**config.mk**
```make
export PLATFORM = sky130hd
export DESIGN_NAME = sipo_collector_flat
export DESIGN_NICKNAME = d
export VERILOG_FILES = /design/src/rtl/sipo_collector_if.sv /design/src/rtl/sipo_collector.sv /design/src/flat_wrapper.sv
export SDC_FILE = /design/constraint.sdc
export NUM_CORES = 1
export LEC_CHECK = 0
export CAP_MARGIN = 40
export CELL_PAD_IN_SITES_DETAIL_PLACEMENT = 1
export CELL_PAD_IN_SITES_GLOBAL_PLACEMENT = 2
export CORE_UTILIZATION = 33
export DETAILED_ROUTE_END_ITERATION = 8
export PLACE_DENSITY_LB_ADDON = 0.1
export SLEW_MARGIN = 30
export SYNTH_ARGS = -nofsm -noshare
export SYNTH_HDL_FRONTEND = slang
export SYNTH_SLANG_ARGS = --single-unit
```
**constraint.sdc**
```tcl
create_clock -name clk -period 3.12 [get_ports clk]
set_clock_uncertainty 0.15 [all_clocks]
set_input_delay 0.624 -clock clk [delete_from_list [all_inputs] [get_ports clk]]
set_output_delay 0.624 -clock clk [all_outputs]
set_load 0.05 [all_outputs]
```
**src/rtl/sipo_collector_if.sv**
```systemverilog
`default_nettype none
// +----------------------------------------------------------------------------+
// | Module      : sipo_collector_if                                            |
// | Description : Word stream in / parallel frame out bundle for the collector |
// | Revision    : 1.0  initial release                                         |
// +----------------------------------------------------------------------------+
interface sipo_collector_if #(
  parameter int DATA_WID   = 8,
  parameter int MEMORY_WID = 5
);
  localparam int c_CNT_W = $clog2(MEMORY_WID + 1);

  logic                           wSignal;
  logic [DATA_WID-1:0]            DataIn;
  logic                           rSignal;
  logic [DATA_WID*MEMORY_WID-1:0] DataOut;
  logic                           frameValid;
  logic [c_CNT_W-1:0]             wordCount;
  logic                           overflow;

  // master is the stream producer / frame consumer side; slave is the collector
  modport master (
    output wSignal, DataIn, rSignal,
    input  DataOut, frameValid, wordCount, overflow
  );

  modport slave (
    input  wSignal, DataIn, rSignal,
    output DataOut, frameValid, wordCount, overflow
  );
endinterface
`default_nettype wire

```
**src/rtl/sipo_collector.sv**
```systemverilog
`default_nettype none
// +----------------------------------------------------------------------------+
// | Module      : sipo_collector                                               |
// | Description : Serial-in parallel-out word collector with frame hold         |
// | Revision    : 1.0  initial release                                         |
// +----------------------------------------------------------------------------+
module sipo_collector #(
  parameter int DATA_WID   = 8,
  parameter int MEMORY_WID = 5
) (
  input  wire              clk,
  input  wire              rst,
  sipo_collector_if.slave  bus
);
  localparam int                c_CNT_W = $clog2(MEMORY_WID + 1);
  localparam int                c_FRM_W = DATA_WID * MEMORY_WID;
  localparam logic [c_CNT_W-1:0] c_LAST = c_CNT_W'(MEMORY_WID - 1);
  localparam logic [c_CNT_W-1:0] c_ONE  = c_CNT_W'(1);

  typedef enum logic [0:0] {
    ST_FILL = 1'b0,
    ST_FULL = 1'b1
  } state_t;

  state_t               r_state;
  logic [c_FRM_W-1:0]   r_shadow;
  logic [c_FRM_W-1:0]   r_data_out;
  logic                 r_frame_valid;
  logic [c_CNT_W-1:0]   r_count;
  logic                 r_overflow;
  logic [c_FRM_W-1:0]   w_frame;

  // Shadow frame with the incoming word already placed in its slot, so the
  // completing word is included when the frame is published on the same edge.
  for (genvar k = 0; k < MEMORY_WID; k++) begin : g_frame
    assign w_frame[k*DATA_WID +: DATA_WID] =
      (r_count == c_CNT_W'(k)) ? bus.DataIn : r_shadow[k*DATA_WID +: DATA_WID];
  end

  always_ff @(posedge clk) begin
    if (rst) begin
      r_state       <= ST_FILL;
      r_shadow      <= '0;
      r_data_out    <= '0;
      r_frame_valid <= 1'b0;
      r_count       <= '0;
      r_overflow    <= 1'b0;
    end else begin
      unique case (r_state)
        ST_FILL: begin
          if (bus.wSignal) begin
            r_shadow <= w_frame;
            r_count  <= r_count + 1'b1;
            if (r_count == c_LAST) begin
              r_data_out    <= w_frame;
              r_frame_valid <= 1'b1;
              r_state       <= ST_FULL;
            end
          end
        end
        ST_FULL: begin
          if (bus.rSignal) begin
            r_frame_valid <= 1'b0;
            r_state       <= ST_FILL;
            // A write coinciding with the read opens the next frame at slot 0.
            if (bus.wSignal) begin
              r_shadow[DATA_WID-1:0] <= bus.DataIn;
              r_count                <= c_ONE;
            end else begin
              r_count <= '0;
            end
          end else if (bus.wSignal) begin
            r_overflow <= 1'b1;
          end
        end
      endcase
    end
  end

  assign bus.DataOut    = r_data_out;
  assign bus.frameValid = r_frame_valid;
  assign bus.wordCount  = r_count;
  assign bus.overflow   = r_overflow;
endmodule
`default_nettype wire

```
**src/flat_wrapper.sv**
```systemverilog
// flat-port wrapper written by rule: the top's interface ports become plain ports
module sipo_collector_flat 
#(
  parameter int DATA_WID   = 8,
  parameter int MEMORY_WID = 5
)
  (clk, rst, bus_wSignal, bus_DataIn, bus_rSignal, bus_DataOut, bus_frameValid, bus_wordCount, bus_overflow);
  sipo_collector_if #(.DATA_WID(DATA_WID), .MEMORY_WID(MEMORY_WID)) bus_i ();
  input  wire clk;
  input  wire rst;
  input wire logic [$bits(bus_i.wSignal)-1:0] bus_wSignal;
  input wire logic [$bits(bus_i.DataIn)-1:0] bus_DataIn;
  input wire logic [$bits(bus_i.rSignal)-1:0] bus_rSignal;
  output wire logic [$bits(bus_i.DataOut)-1:0] bus_DataOut;
  output wire logic [$bits(bus_i.frameValid)-1:0] bus_frameValid;
  output wire logic [$bits(bus_i.wordCount)-1:0] bus_wordCount;
  output wire logic [$bits(bus_i.overflow)-1:0] bus_overflow;
  assign bus_i.wSignal = bus_wSignal;
  assign bus_i.DataIn = bus_DataIn;
  assign bus_i.rSignal = bus_rSignal;
  assign bus_DataOut = bus_i.DataOut;
  assign bus_frameValid = bus_i.frameValid;
  assign bus_wordCount = bus_i.wordCount;
  assign bus_overflow = bus_i.overflow;
  sipo_collector #(.DATA_WID(DATA_WID), .MEMORY_WID(MEMORY_WID)) u_core (.clk(clk), .rst(rst), .bus(bus_i));
endmodule
```
==> results.txt <==
----------------------------------------------------
[Timing]
  Aggregate negative setup slack ... 0 ns
  Setup repair after global routing missed its margin ... no
  Final Max Tran Viols ... 0
  Transition time at the pin with the least slew margin ... about 0.55 ns
  Final Cycle Share ... about four fifths
  Hold violation total from the final report ... 0
  Setup violations, final ... 0
  Max frequency ... around 410 MHz
  Remaining max-slew budget at the tightest pin ... 63.28%
  Fin crit period ... roughly 2.5 ns

[Cells and area]
  Final #Nets ... between 400 and 500
  Synth-to-Final Area Change ... 26.67%
  Antenna cells ... 0
  Fraction of final layout cells with drive strength greater than 1 ... around 7.5%

[Logic synthesis]
  Yosys reg bits ... slightly below 80
  Distinct cell type count after synthesis ... 25
  Synth Net Count ... ~360
  Sequential fraction of the synthesis area ... approximately 51%
  Cell count after synthesis ... roughly 340
  Mean post-synth cell area ... about 9.1 sq um
  Number of synthesis warnings ... 0
  Syn Std Cell Area ... 3073 sq um

[Critical path]
  Standard cell with the maximum stage delay on the critical path ... clkdlybuf4s50_1
  Top Family by Delay on Critical Path ... buffers and inverters
  Critical Path RT ... between 2 and 2.5 ns
  Cell breakdown of the critical path ... clkdlybuf4s50_1
  Max incr delay on CP ... about 0.86 ns
  R2r setup slk ... ~1.1 ns
  Highest fanout seen on the critical path ... 6
  Type of origin of the critical path ... register
  Worst Path Class, Setup ... reg2out
  FF-to-FF path depth ... 6
  Worst EP arrival ... around 1.7 ns
  R2R Path End ... u_core.bus.DataOut[29]
  FF-to-FF Start ... u_core.bus.wordCount[0]
  Category of the worst setup path capture point ... output port
  Buffers and inverters on the worst path ... 1

[Drt]
  Total via count after detailed routing ... 2427
  Detailed-router iteration count before antenna repair ... 8
  Antenna viol nets, final ... 0
  DR vias/cell ... slightly below 5
  DRC viols ... 4
  Final wirelength ... roughly 7.6 mm
  Routed wirelength normalized by instance count ... around 15 um
  Detailed router's first-iteration violation count ... 56

[Job]
  Maximum capacitance violations ... 0

[CTS]
  Clock tree from TritonCTS ... done
  H-Tree Depth ... 3
  Clk sink count ... 78
  Post-CTS setup-driven buffer insertion count ... 0
  Post-cts resize count ... 0
  Insertion delay to the later sink of the worst-skew pair ... approximately 0.35 ns
  Clock transition at the register clock pins on the worst setup and hold paths after CTS ... roughly 0.08 ns
  Hold buffer count at CTS ... 0
  Root Buffer ... clkbuf_8
  Cts bufs inserted ... 9
  CTS Buffer Depth ... 2

[Power]
  Pwr Total ... ~2.0 mW
  Power density normalized to cell area ... 513.3 nW/um^2
  Leakage power ... around 1.3 nW
  Peak ir drop on the vdd network ... around 0.00024 V

[Floorplan]
  Initial core utilization ... 34.73%
  Placeable core region ... 8848 sq um
  X dimension of the die ... ~99 um
  Chip Height ... around 99 um
  Number of placed I/O pins ... 57
  Overall die area ... about 9700 sq um
  Rows ... 34

[Run status]
  Failing checks ... DRC
  Status ... finished with violations

[GRT]
  Remaining Overflow, GRT ... 0
  Initial antenna violation count ... 0
  Vias in the first global route ... between 2000 and 2500
  Global router's overall resource usage ... between 15 and 20%
  Largest net degree at the start of global routing ... approximately 70
  First-pass GRT wire length ... ~12 mm

[Placement]
  Port Buffers ... 56
  HPWL after DPL ... 4.919 mm
  Placer congestion estimate ... around 0.66

[Worst hold path]
  Hold Crit Class ... reg2reg
  Endpoint with the worst hold slack ... u_core.bus.DataOut[5]
  Hold path cells ... 2
  Start point of the worst hold path ... u_core.r_shadow[5]

----------------------------------------------------
[cell families (layout without fill, tap and decap cells)]
logic type                 count (synthesis)  after routing  synth area share, %
buffers and inverters                     32             83                5.700
muxes                                     33             33                10.75
and+or+nand+nor                          134            134                19.54
AOI/OAI and AO/OA                         56             56                11.16
adders and majority gates                  5              5                2.036
DFF                                       78             78                50.81
[how the worst max path moves through the flow]
stage	to	from	slack, ns	depth (start not counted)
after floorplan	u_core.bus.DataOut[31]	u_core.bus.wordCount[0]	1.06	6
after global placement	u_core.bus.DataOut[24]	bus_wSignal	0.79	5
after detailed placement	u_core.bus.DataOut[29]	bus_wSignal	0.74	5
after CTS	bus_wordCount[2]	u_core.bus.wordCount[2]	0.63	1
after global routing	bus_wordCount[0]	u_core.bus.wordCount[0]	0.59	1
final	bus_wordCount[0]	u_core.bus.wordCount[0]	0.66	1
[per-layer routing]
layer  GRT usage, %  share of wire, %  vias to the layer above
met5              0                 0                        -
met4          7.577               1.7                        0
met3          4.184               4.1                        9
met2          26.98                47                       39
met1          21.25                47                     1165
li1               -                 -                     1214
[layout by cell type (no fill, tap or decap), drive strengths merged, types with 3 or more instances in the layout]
master and count:
clkbuf 10, nor2 29, buf 7, nand2b 17
mux2i 33, inv 5, a21oi 43, nand3 8
and4bb 3, dfxtp 78, ha 5, clkdlybuf4s50 55
clkinv 3, a211oi 8, nand2 73
[area by class of cell]
cell class / count / area, sq um
tap: 108 / 135.1
timing repair buffer: 62 / 625.6
sequential: 78 / 1562
clock inverter: 6 / 86.33
inverter: 5 / 18.77
fill: 1036 / 4956
multi-input combinational: 228 / 1338
clock buffer: 10 / 127.6
[cell usage after synthesis, drive strengths merged]
| cell | instances | area (sq um) |
|---|---|---|
| ha | 5 | 62.56 |
| and4b | 1 | 10.01 |
| dfxtp | 78 | 1562 |
| a22oi | 2 | 15.01 |
| mux2i | 33 | 330.3 |
| a2111oi | 1 | 15.01 |
| inv | 5 | 18.77 |
| a211oi | 8 | 70.06 |
| nand2b | 17 | 106.4 |
| and4bb | 3 | 37.53 |
| buf | 18 | 122.6 |
| nand4b | 1 | 8.760 |
| nor2 | 29 | 108.9 |
| nand3 | 8 | 40.04 |
| and2b | 1 | 7.510 |
| a21oi | 43 | 215.2 |
| nand2 | 73 | 274.0 |
| clkbuf | 9 | 33.78 |
| a31oi | 2 | 27.53 |
| nand3b | 1 | 7.510 |
[flip-flops by register name (all words and copies together) (netlist names)]
| signal | flops |
|---|---|
| u_core.r_shadow | 32 |
| u_core.bus.DataOut | 40 |
| u_core.bus.overflow | 1 |
| u_core.bus.frameValid | 1 |
| u_core.bus.wordCount | 3 |
| u_core.r_state | 1 |
[where the power goes]
group	leakage (nW)	switching (mW)	internal (mW)
sequential	0.631	0.0127	1.01
combinational	0.577	0.0865	0.0565
clock	0.106	0.379	0.450
[through the flow]
step | setup slack [ns] | hold WS [ns] | instances | utilization [%] | cell area (sq um)
after floorplan | 1.060 | 0.2812 | 338 | - | 3073
after global placement | 0.7922 | 0.2896 | 481 | 41.57 | 3679
after detailed placement | 0.7437 | 0.2972 | 481 | 41.57 | 3679
after CTS | 0.6275 | 0.3084 | 497 | 43.99 | 3892
after global routing | 0.5888 | 0.3231 | 497 | 43.99 | 3892
final | 0.6597 | 0.3030 | 497 | 43.99 | 3892
(Power assumes the default switching activity.)
